<file path="src/rtl/mem_port_arbiter.sv">
// Arbitrates the single synchronous memory port between instruction fetch and the LSU.
// It also handles byte lanes: store strobes/replication and load extraction/extension.
module mem_port_arbiter #(
    parameter int XLEN         = 32,
    parameter int STARVE_LIMIT = 4
) (
    input  logic            clk,
    input  logic            rst,
    input  logic            fetch_req,
    input  logic [XLEN-1:0] fetch_addr,
    output logic            fetch_ack,
    output logic            fetch_err,
    output logic [XLEN-1:0] fetch_rdata,
    input  logic            lsu_req,
    input  logic            lsu_we,
    input  logic [1:0]      lsu_width,
    input  logic            lsu_unsigned,
    input  logic [XLEN-1:0] lsu_addr,
    input  logic [XLEN-1:0] lsu_wdata,
    output logic            lsu_ack,
    output logic            lsu_err,
    output logic [XLEN-1:0] lsu_rdata,
    output logic            mem_en,
    output logic            mem_we,
    output logic [3:0]      mem_wstrb,
    output logic [XLEN-1:0] mem_addr,
    output logic [XLEN-1:0] mem_wdata,
    input  logic [XLEN-1:0] mem_rdata
);

    // Handshake: a requester holds req (and its operands) until it sees a one-cycle ack;
    // req is sampled only in IDLE, ack comes one cycle after the grant, and a req still
    // high two cycles after the grant is a new request.
    typedef enum logic {IDLE = 1'b0, RESP = 1'b1} state_t;

    localparam int CW = $clog2(STARVE_LIMIT + 1);
    localparam logic [CW-1:0] LIMIT = CW'(STARVE_LIMIT);

    state_t          state;
    state_t          state_next;
    logic [CW-1:0]   starve_cnt;

    logic            win_lsu_q;
    logic            err_q;
    logic [1:0]      off_q;
    logic [1:0]      width_q;
    logic            uns_q;
    logic            we_q;

    logic            fetch_bad;
    logic            lsu_bad;
    logic            grant_fetch;
    logic            grant_lsu;
    logic            issue;
    logic [XLEN-1:0] shifted;
    logic [XLEN-1:0] load_data;

    assign fetch_bad = (fetch_addr[1:0] != 2'b00);
    assign lsu_bad   = (lsu_width == 2'd3) ||
                       (lsu_width == 2'd1 && lsu_addr[0]) ||
                       (lsu_width == 2'd2 && lsu_addr[1:0] != 2'b00);

    // LSU wins contention unless fetch has been locked out STARVE_LIMIT times in a row.
    assign grant_fetch = fetch_req && (!lsu_req || starve_cnt == LIMIT);
    assign grant_lsu   = lsu_req && !grant_fetch;
    assign issue       = (state == IDLE) && !rst && (grant_fetch || grant_lsu);

    always_ff @(posedge clk or posedge rst) begin
        if (rst) begin
            state <= IDLE;
        end else begin
            state <= state_next;
        end
    end

    always_comb begin
        state_next = state;
        case (state)
            IDLE: if (fetch_req || lsu_req) state_next = RESP;
            RESP: state_next = IDLE;
            default: state_next = IDLE;
        endcase
    end

    always_ff @(posedge clk or posedge rst) begin
        if (rst) begin
            win_lsu_q  <= 1'b0;
            err_q      <= 1'b0;
            off_q      <= 2'b00;
            width_q    <= 2'b00;
            uns_q      <= 1'b0;
            we_q       <= 1'b0;
            starve_cnt <= '0;
        end else if (state == IDLE && (grant_fetch || grant_lsu)) begin
            win_lsu_q <= grant_lsu;
            err_q     <= grant_lsu ? lsu_bad : fetch_bad;
            off_q     <= grant_lsu ? lsu_addr[1:0] : 2'b00;
            width_q   <= grant_lsu ? lsu_width : 2'd2;
            uns_q     <= grant_lsu & lsu_unsigned;
            we_q      <= grant_lsu & lsu_we;
            if (grant_fetch || !fetch_req) begin
                starve_cnt <= '0;
            end else if (starve_cnt != LIMIT) begin
                starve_cnt <= starve_cnt + 1'b1;
            end
        end
    end

    assign shifted = mem_rdata >> {off_q, 3'b000};

    always_comb begin
        case (width_q)
            2'd0:    load_data = {{(XLEN-8){shifted[7] & ~uns_q}}, shifted[7:0]};
            2'd1:    load_data = {{(XLEN-16){shifted[15] & ~uns_q}}, shifted[15:0]};
            default: load_data = shifted;
        endcase
    end

    always_comb begin
        mem_en      = 1'b0;
        mem_we      = 1'b0;
        mem_wstrb   = 4'b0000;
        mem_addr    = '0;
        mem_wdata   = '0;
        fetch_ack   = 1'b0;
        fetch_err   = 1'b0;
        fetch_rdata = '0;
        lsu_ack     = 1'b0;
        lsu_err     = 1'b0;
        lsu_rdata   = '0;
        if (issue && grant_fetch && !fetch_bad) begin
            mem_en   = 1'b1;
            mem_addr = {fetch_addr[XLEN-1:2], 2'b00};
        end else if (issue && grant_lsu && !lsu_bad) begin
            mem_en   = 1'b1;
            mem_we   = lsu_we;
            mem_addr = {lsu_addr[XLEN-1:2], 2'b00};
            if (lsu_we) begin
                case (lsu_width)
                    2'd0: begin
                        mem_wstrb = 4'b0001 << lsu_addr[1:0];
                        mem_wdata = {4{lsu_wdata[7:0]}};
                    end
                    2'd1: begin
                        mem_wstrb = lsu_addr[1] ? 4'b1100 : 4'b0011;
                        mem_wdata = {2{lsu_wdata[15:0]}};
                    end
                    default: begin
                        mem_wstrb = 4'b1111;
                        mem_wdata = lsu_wdata;
                    end
                endcase
            end
        end
        if (state == RESP) begin
            fetch_ack = !win_lsu_q;
            fetch_err = !win_lsu_q && err_q;
            lsu_ack   = win_lsu_q;
            lsu_err   = win_lsu_q && err_q;
            if (!win_lsu_q && !err_q) fetch_rdata = mem_rdata;
            if (win_lsu_q && !err_q && !we_q) lsu_rdata = load_data;
        end
    end

endmodule

</file>
<file path="config.mk">
export PLATFORM = sky130hd
export DESIGN_NAME = mem_port_arbiter
export DESIGN_NICKNAME = d
export VERILOG_FILES = /design/src/rtl/mem_port_arbiter.sv
export SDC_FILE = /design/constraint.sdc
export NUM_CORES = 1
export LEC_CHECK = 0
export CAP_MARGIN = 30
export CORE_AREA = 2 2 108 110
export CTS_CLUSTER_DIAMETER = 40
export CTS_CLUSTER_SIZE = 10
export DETAILED_ROUTE_END_ITERATION = 10
export DIE_AREA = 0 0 110 112
export PLACE_DENSITY = 0.68
export SYNTH_ARGS = -nofsm -noshare
export SYNTH_HDL_FRONTEND = slang
export SYNTH_SLANG_ARGS = --single-unit
</file>
<file path="constraint.sdc">
create_clock -name clk -period 2.92 [get_ports clk]
set_input_delay 0.438 -clock clk [delete_from_list [all_inputs] [get_ports clk]]
set_output_delay 0.438 -clock clk [all_outputs]
set_load 0.01 [all_outputs]
</file>
* Word-level counts from Yosys, hierarchy flattened *
Index checks and enable logic that the tools add are counted.

operators by class
  bitwise logic cells = 6
  add/subtract/negate cells = 1
  reductions and logical operators = 37
  equality and inequality tests = 6
  muxes and demuxes = 31
  shift operators = 2

operators with widths
  operator                                                           number
  32-bit two-way mux                                                 9
  32-bit one-hot mux with 2 select lines                             2
  32-bit by 5-bit right shift with 32-bit output                     1
  1-bit logical AND                                                  16
  4-bit two-way mux                                                  4
  1-bit two-way mux                                                  10
  1-bit logical NOT                                                  9
  4-bit one-hot mux with 2 select lines                              1
  1-bit logical OR                                                   6
  3-bit two-way mux                                                  2
  2-bit nonzero test                                                 3
  1-bit AND                                                          4
  2-bit by 1-bit == test with 1-bit output, second input constant    2
  2-bit == test, second input constant                               2
  2-bit logical NOT                                                  2
  2-bit two-way mux                                                  2
  1-bit by 2-bit left shift with 4-bit output, first input constant  1
  3-bit by 1-bit adder with 3-bit output, second input constant      1
  3-bit == test, second input constant                               1
  3-bit inequality test, second input constant                       1
  1-bit inverter                                                     2
  1-bit one-hot mux with 2 select lines                              1
  2-bit AND reduction                                                1

word-level totals
  bits in registers = 12
  input bits = 136
  word-level logic and storage cells = 91
  output and inout port bits = 138

* Logic depth before layout (Yosys ltp) *
Gate-level depths: netlist (run 1).

  word-level depth = 11
  gate-level depth with buffers = 7
  gate-level depth less buffers = 7

* Least setup slack after synthesis (run 1) *
No wires, ideal clock.

  path kind = reg2out
  from = register starve_cnt[0]
  to = output port mem_addr[10]
  stages on the path, launching flop included = 8
  setup slack = 894 ps
  buffers on the path = 1
  data arrival time = 1588 ps
  cells stage by stage = dfrtp_1 -> inv_1 -> ha_1 -> nand2_2 -> a2111oi_4 -> buf_6 -> a22oi_1 -> nor2_1

on the way
  word-level cells in the longest chain between the ends = 11
  elaborated cells on any way between the ends = 13
  classes of those cells = eq/ne (1); mux (2); reduce/logical (10)

RTL lines
  element                         RTL line  text
  start: declaration              41        logic [CW-1:0] starve_cnt;
  start signal: assignment        104       starve_cnt <= starve_cnt + 1'b1;
  3-bit == test (*)               64        assign grant_fetch = fetch_req && (!lsu_req || starve_cnt == LIMIT);
  1-bit logical OR (*)            64
  1-bit logical AND (*)           64
  1-bit logical NOT               65        assign grant_lsu = lsu_req && !grant_fetch;
  1-bit logical AND               65
  1-bit logical OR                66        assign issue = (state == IDLE) && !rst && (grant_fetch || grant_lsu);
  1-bit logical AND               66
  1-bit logical AND (2 in a row)  134       end else if (issue && grant_lsu && !lsu_bad) begin
  32-bit two-way mux              134
  32-bit two-way mux (*)          131       if (issue && grant_fetch && !fetch_bad) begin
  end: declaration                26        output logic [XLEN-1:0] mem_addr,

Mark *: on every way between the ends. The rest lies on a longest branch, timed or not.

* Worst setup path in the final report (run 1) *
  from = input port lsu_addr[0]
  to = output port mem_wdata[18]

on the way
  word-level cells in the longest chain between the ends = 7
  elaborated cells on any way between the ends = 9
  classes of those cells = mux (2); reduce/logical (7)

RTL lines
  element                                                         RTL line  text
  start: declaration                                              18        input logic [XLEN-1:0] lsu_addr,
  2-bit nonzero test / 1-bit logical AND (equally long branches)  61, 60
  1-bit logical AND / 1-bit logical OR (equally long branches)    61, 59
  1-bit logical OR (*)                                            60        (lsu_width == 2'd1 && lsu_addr[0]) ||
  1-bit logical NOT (*)                                           134
  1-bit logical AND (*)                                           134
  32-bit two-way mux (*)                                          134
  32-bit two-way mux (*)                                          131
  end: declaration                                                27        output logic [XLEN-1:0] mem_wdata,

Marks and branches as above.

==> results of run 1 <==
## timing repair
| item | 4_1_cts | 5_1_grt |
|---|---|---|
| pin swaps | 1 | 3 |
| cloned | 0 | 2 |
| buffers inserted | 0 | 2 |
| gates resized for setup | 1 | 46 |
| setup endpoints to repair | 2 | 78 |
## state kept, by name, indices dropped and copies added, names as in the netlist
signal / count
err_q: 1
off_q: 2
starve_cnt: 3
state: 1
uns_q: 1
we_q: 1
width_q: 2
win_lsu_q: 1
## how the worst max path moves through the flow
stage | start | depth (start not counted) | slack, ps | to
2_1_floorplan | starve_cnt[0] | 7 | 890 | mem_addr[10]
3_3_place_gp | lsu_width[0] | 6 | 50 | mem_wdata[10]
3_5_place_dp | lsu_width[0] | 7 | -10 | mem_wdata[14]
4_1_cts | lsu_width[0] | 7 | 3 | mem_wdata[15]
5_1_grt | lsu_addr[0] | 7 | -40 | mem_wdata[18]
6_report | lsu_addr[0] | 7 | 60 | mem_wdata[18]
## cells in the mapped netlist (2+ instances only)
cell type and count:
ha_1 2, nor2b_1 12, inv_1 6, buf_2 13, a211oi_1 22, o21ai_0 26
nor2_1 79, and2_1 43, a21o_1 2, a22oi_1 32, clkbuf_1 16, a22o_1 6
a21oi_1 18, nor3_1 5, mux2i_1 34, buf_4 2, buf_6 5, dfrtp_1 12
nand2_1 21
## cell type report
cell class,count,area share
repair buffers,305,0.536
inverters,7,0.00537
multi-input cells,328,0.361
flip-flops and latches,12,0.0518
well taps,143,0.0307
clock buffers,4,0.0153
## routing by layer
layer,GRT usage,share of wire,wire [um]
met4,0.0684,0.027,361
met1,0.200,0.35,4660
met3,0.0439,0.10,1340
met5,0,0,0
met2,0.381,0.52,6860
## power breakdown
part	switching (uW)	leakage [uW]	internal (uW)	total, uW
logic	385	0.00256	494	879
clock network	71.1	0.0000442	207	278
registers	32.3	0.000149	192	224
## critical path, cell delays in order
cell,delay [ps]
clkdlybuf4s50_1,470
nor3_2,250
o221a_4,290
nand3_4,120
buf_4,190
nor2_1,110
clkdlybuf4s50_1,560
## kinds of logic (layout without fill, tap and decap cells)
logic type                 after synthesis  in the layout  share of synthesized area
buffers and inverters                   44            316                     0.0876
DFF                                     12             12                      0.116
xor gates and xnor gates                 1              1                    0.00339
AOI/OAI and AO/OA                      116            116                      0.311
other                                    1              2                    0.00145
muxes                                   36             36                      0.145
and+or+nand+nor                        170            171                      0.326
adders and majority gates                2              2                    0.00968
## metrics by stage
step	util	std cells	hold WS, ps
finish	0.521	799	511
global route	0.521	799	547
CTS	0.506	795	508
detailed placement	0.498	791	495
global placement	0.498	791	487
floorplan	-	383	311
==> run summary, run 1 <==
======================================================================================
Status                                                                    finished clean
Buffer depth of the longest clock path                                               2
Commonest cells after routing, fill and taps aside                        clkdlybuf4s50_1, nor2_1, and2_1
Total Neg Setup Slack                                                             0 ps
Worst vdd rail ir drop                                                        0.187 mV
Detailed-route wire length                                                     13.2 mm
Area enclosed by the die boundary                                           0.0123 mm2
Cell at the root of the clock tree                                           clkbuf_16
Cell type contributing the most total cell area after synthesis                mux2i_1
Routability cong.                                                                0.907
Worst reg2reg endpoint                                                      width_q[0]
Length of the first detailed-routing pass in iterations                              4
Category of the most critical setup path                                  input port to output pin
Mean cell area of the mapped netlist                                          6.77 um2
Number of antenna violations at the first check in global routing                    0
GRT Overall Usage                                                                0.197
Overflow after GRT                                                                   0
Kind of launch point of the worst setup path                                input port
Setup Skew                                                                     2.54 ps
Pin count of the biggest net entering global routing                                41
Post-DP HPWL                                                                   10.8 mm
Worst path arrival time                                                        2430 ps
Relative slew slack                                                              0.606
Avg WL per Cell                                                                16.5 um
Shortest period the worst path allows                                          2860 ps
First DRT Iteration DRCs                                                           245
CP Max Fanout                                                                        6
Number of global-route vias before repair                                        3,784
Area contributors post-synth                                              mux2i_1, dfrtp_1, nor2_1, and2_1, a22oi_1
Commonest non-fill, non-tap cell in the layout                            clkdlybuf4s50_1
Reg-to-reg startpoint                                                     starve_cnt[0]
Fin. max-slew vios                                                                   0
Placed standard-cell area                                                  0.00556 mm2
Reg2Reg Setup Slack                                                            1110 ps
Number of synthesized register bits                                                 12
Number of sinks on the clock net                                                    12
Kind of capture point of the worst setup path                               output pin
Final Hold Viols                                                                     0
Fill count                                                                       1,105
Clock slew at the register clock pins of the worst setup and hold paths          40 ps
Starting utilization of the core area                                            0.231
Launch point of the worst hold path                                               we_q
Area delta synth->final                                                           125%
Clk_lat worst skew                                                              240 ps
Area of combinational cells with multiple inputs                           0.00210 mm2
Post-synthesis cell count                                                          382
Share of the yosys chip area belonging to registers                              0.116
Part of the cycle the worst path needs                                           0.981
Post-route worst setup slack                                                   56.8 ps
Number of core rows                                                                 39
Setup repair after global routing missed its margin                               true
Required time reported for the critical path endpoint                          2480 ps
R2r worst-path depth                                                                 7
Worst hold endpoint                                                               we_q
Setup slack at placement                                                      -10.1 ps
Max-cap check violation count                                                        0
Count of different cell masters after synthesis                                     45
Number of H-tree branching levels                                                    1
Post-synth EDFFs                                                                     0
Total power draw                                                               1380 uW
Number of buffers inserted by hold repair at cts                                     0
Total standard cell area after synthesis                                   0.00258 mm2
Core box area                                                               0.0112 mm2
Top cell type's share of synthesized area                                        0.132
Pwr per Cell Area                                                           237 mW/mm2
First-pass GRT wire length                                                     19.2 mm
Warning count from the yosys run                                                     0
Combined flip-flop and latch cell area                                         302 um2
DIE HEIGHT                                                                      112 um
Fin nets                                                                           795
Antenna diode count                                                                  0
Post-detailed-route via-to-cell ratio                                             4.94
Die Span X                                                                      110 um
Share of synthesized registers carrying an async set or reset                     1.00
Vias                                                                             3,946
Predominant post-synthesis flop cell                                           dfrtp_1
TritonCTS clock tree                                                               yes
Classification of the worst-slack hold path                               register to register
Fraction of final layout cells sized beyond drive strength 1                    0.0854
Count of final setup violators                                                       0
Max Clk Rate                                                                   349 MHz
Depth of the worst hold-timing path                                                  1
Final design area excluding fillers                                        0.00582 mm2
Number of buffers created by CTS                                                     3
Num ports                                                                          274
Number of buffers inserted by port buffering                                       271
DRC violations left                                                                  0
Remaining antenna violation count                                                    0
Slew at the pin with the worst max-slew slack                                   591 ps
Static leakage                                                              0.00275 uW
======================================================================================
(Power assumes the default switching activity.)
==> inputs of run 2 (changes only) <==
- PLACE_DENSITY: 0.68 -> 0.67
==> run summary, run 2 (synthesized netlist as in run 1, its figures left out) <==
======================================================================================
DRC violations left                                                                  0
Remaining antenna violation count                                                    0
Reg2Reg Setup Slack                                                            1050 ps
First-pass GRT wire length                                                     19.5 mm
Starting utilization of the core area                                            0.231
Area delta synth->final                                                           124%
Crit path largest cell delay                                                    550 ps
Setup Skew                                                                     1.75 ps
Overflow after GRT                                                                   0
Tightest hold margin                                                            506 ps
Cell breakdown of the critical path                                       clkdlybuf4s50_1 > nor3_2 > o221a_2 > nand3_4 > buf_4 > nor2_1 > clkdlybuf4s50_1
Clock slew at the register clock pins of the worst setup and hold paths          40 ps
CP Max Fanout                                                                        7
Number of buffers inserted by hold repair at cts                                     0
Commonest non-fill, non-tap cell in the layout                            clkdlybuf4s50_1
Final design area excluding fillers                                        0.00580 mm2
Length of the first detailed-routing pass in iterations                              4
Most Frequent Cell on Critical Path                                       clkdlybuf4s50_1
Crit-path slowest cell                                                    clkdlybuf4s50_1
Total Neg Setup Slack                                                             0 ps
Worst path arrival time                                                        2410 ps
Slew at the pin with the worst max-slew slack                                   501 ps
Fin nets                                                                           791
Number of core rows                                                                 39
Number of antenna violations at the first check in global routing                    0
Status                                                                    finished clean
Antenna diode count                                                                  0
Avg WL per Cell                                                                16.8 um
Routability cong.                                                                0.856
Clk_lat worst skew                                                              240 ps
Met2 WL                                                                        6.89 mm
Number of buffers inserted by port buffering                                       271
Setup repair after global routing missed its margin                              false
Required time reported for the critical path endpoint                          2480 ps
Die Span X                                                                      110 um
Final Hold Viols                                                                     0
TritonCTS clock tree                                                               yes
Cell internal power dissipation                                                 861 uW
Kind of capture point of the worst setup path                               output pin
Fin. max-slew vios                                                                   0
Post-DP HPWL                                                                   10.9 mm
Relative slew slack                                                              0.666
Worst vdd rail ir drop                                                        0.120 mV
Detailed-route wire length                                                     13.3 mm
Proportion of power drawn by flip-flops and latches                              0.161
Commonest cells after routing, fill and taps aside                        clkdlybuf4s50_1, nor2_1, dlymetal6s2s_1
GRT Overall Usage                                                                0.199
Pin count of the biggest net entering global routing                                41
First DRT Iteration DRCs                                                           201
Classification of the worst-slack hold path                               register to register
Area enclosed by the die boundary                                           0.0123 mm2
Wire length the detailed router placed on met1                                 4.67 mm
Number of H-tree branching levels                                                    1
Kind of launch point of the worst setup path                                input port
Power dissipated by switching net loads                                         480 uW
Part of the cycle the worst path needs                                           0.975
Pwr per Cell Area                                                           231 mW/mm2
DIE HEIGHT                                                                      112 um
Fraction of final layout cells sized beyond drive strength 1                    0.0768
Category of the most critical setup path                                  input port to output pin
Max-cap check violation count                                                        0
Shortest period the worst path allows                                          2850 ps
Buffer depth of the longest clock path                                               2
Cell at the root of the clock tree                                           clkbuf_16
Max reg flops                                                                        3
Total power draw                                                               1340 uW
Met3 routed wirelength                                                         1.47 mm
Fill count                                                                       1,115
Top routing layer in use                                                          met4
Count of final setup violators                                                       0
Number of global-route vias before repair                                        3,844
Clk pwr share                                                                    0.180
Static leakage                                                              0.00302 uW
Switching part of the total power                                                0.358
Registers with the highest flip-flop counts                               starve_cnt: 3 flops, off_q: 2 flops, width_q: 2 flops
Max Clk Rate                                                                   351 MHz
Placed standard-cell area                                                  0.00554 mm2
Reg with most FFs                                                           starve_cnt
Number of sinks on the clock net                                                    12
Part of the total power dissipated in combinational logic                        0.659
Vias                                                                             3,903
Post-detailed-route via-to-cell ratio                                             4.92
Core box area                                                               0.0112 mm2
Number of buffers created by CTS                                                     3
Num ports                                                                          274
======================================================================================
## run 2: worst paths after layout
check,from,end,cells after the start
worst max register to register,starve_cnt[0],width_q[1],7
max in group asynchronous,rst,off_q[0],3
worst max-delay path,lsu_addr[1],mem_wdata[23],7
min in group asynchronous,rst,starve_cnt[2],3
worst min register to register,we_q,we_q,1
worst min-delay path,we_q,we_q,1
## run 2: stage by stage
stage	std cells	setup slack, ps	utilization
final	794	74.1	0.519
after global routing	794	4.88	0.519
after CTS	791	10.2	0.502
after detailed placement	788	-6.15	0.496
after global placement	788	32.5	0.496
after floorplan	383	894	-
## run 2: metal layers
metal  GRT usage  vias up
met1       0.206     1794
met4      0.0608        0
met5           0        -
met3      0.0550       16
li1            -     1893
met2       0.377      200
## run 2: power by group through the flow
stage / Clock (uW) / Combinational, uW / Sequential (uW)
after floorplan: 0 / 407 / 210
after global placement: 0 / 864 / 215
after detailed placement: 0 / 877 / 217
after CTS: 247 / 879 / 215
after global routing: 255 / 956 / 220
final: 242 / 883 / 216
## run 2: final cells by class
class	count	area, um2	share of cell area
Inverter	7	28.8	0.00496
Sequential cell	12	300	0.0518
Multi-Input combinational cell	327	2090	0.360
Tap cell	143	179	0.0308
Timing Repair Buffer	302	3130	0.540
Clock buffer	3	75.1	0.0129
## run 2: worst max-delay path, delay by kind of cell
kind	cells	cell delay, ps
buffers and inverters	3	1210
AND/OR/NAND/NOR	3	470
AO/OA/AOI/OAI	1	280
## run 2: repair_timing
item,in CTS,in global routing
buffers inserted,0,2
pin swaps,0,2
gates cloned,0,1
resized for setup,3,56
hold endpoints to repair,0,0
setup endpoints to repair,3,82
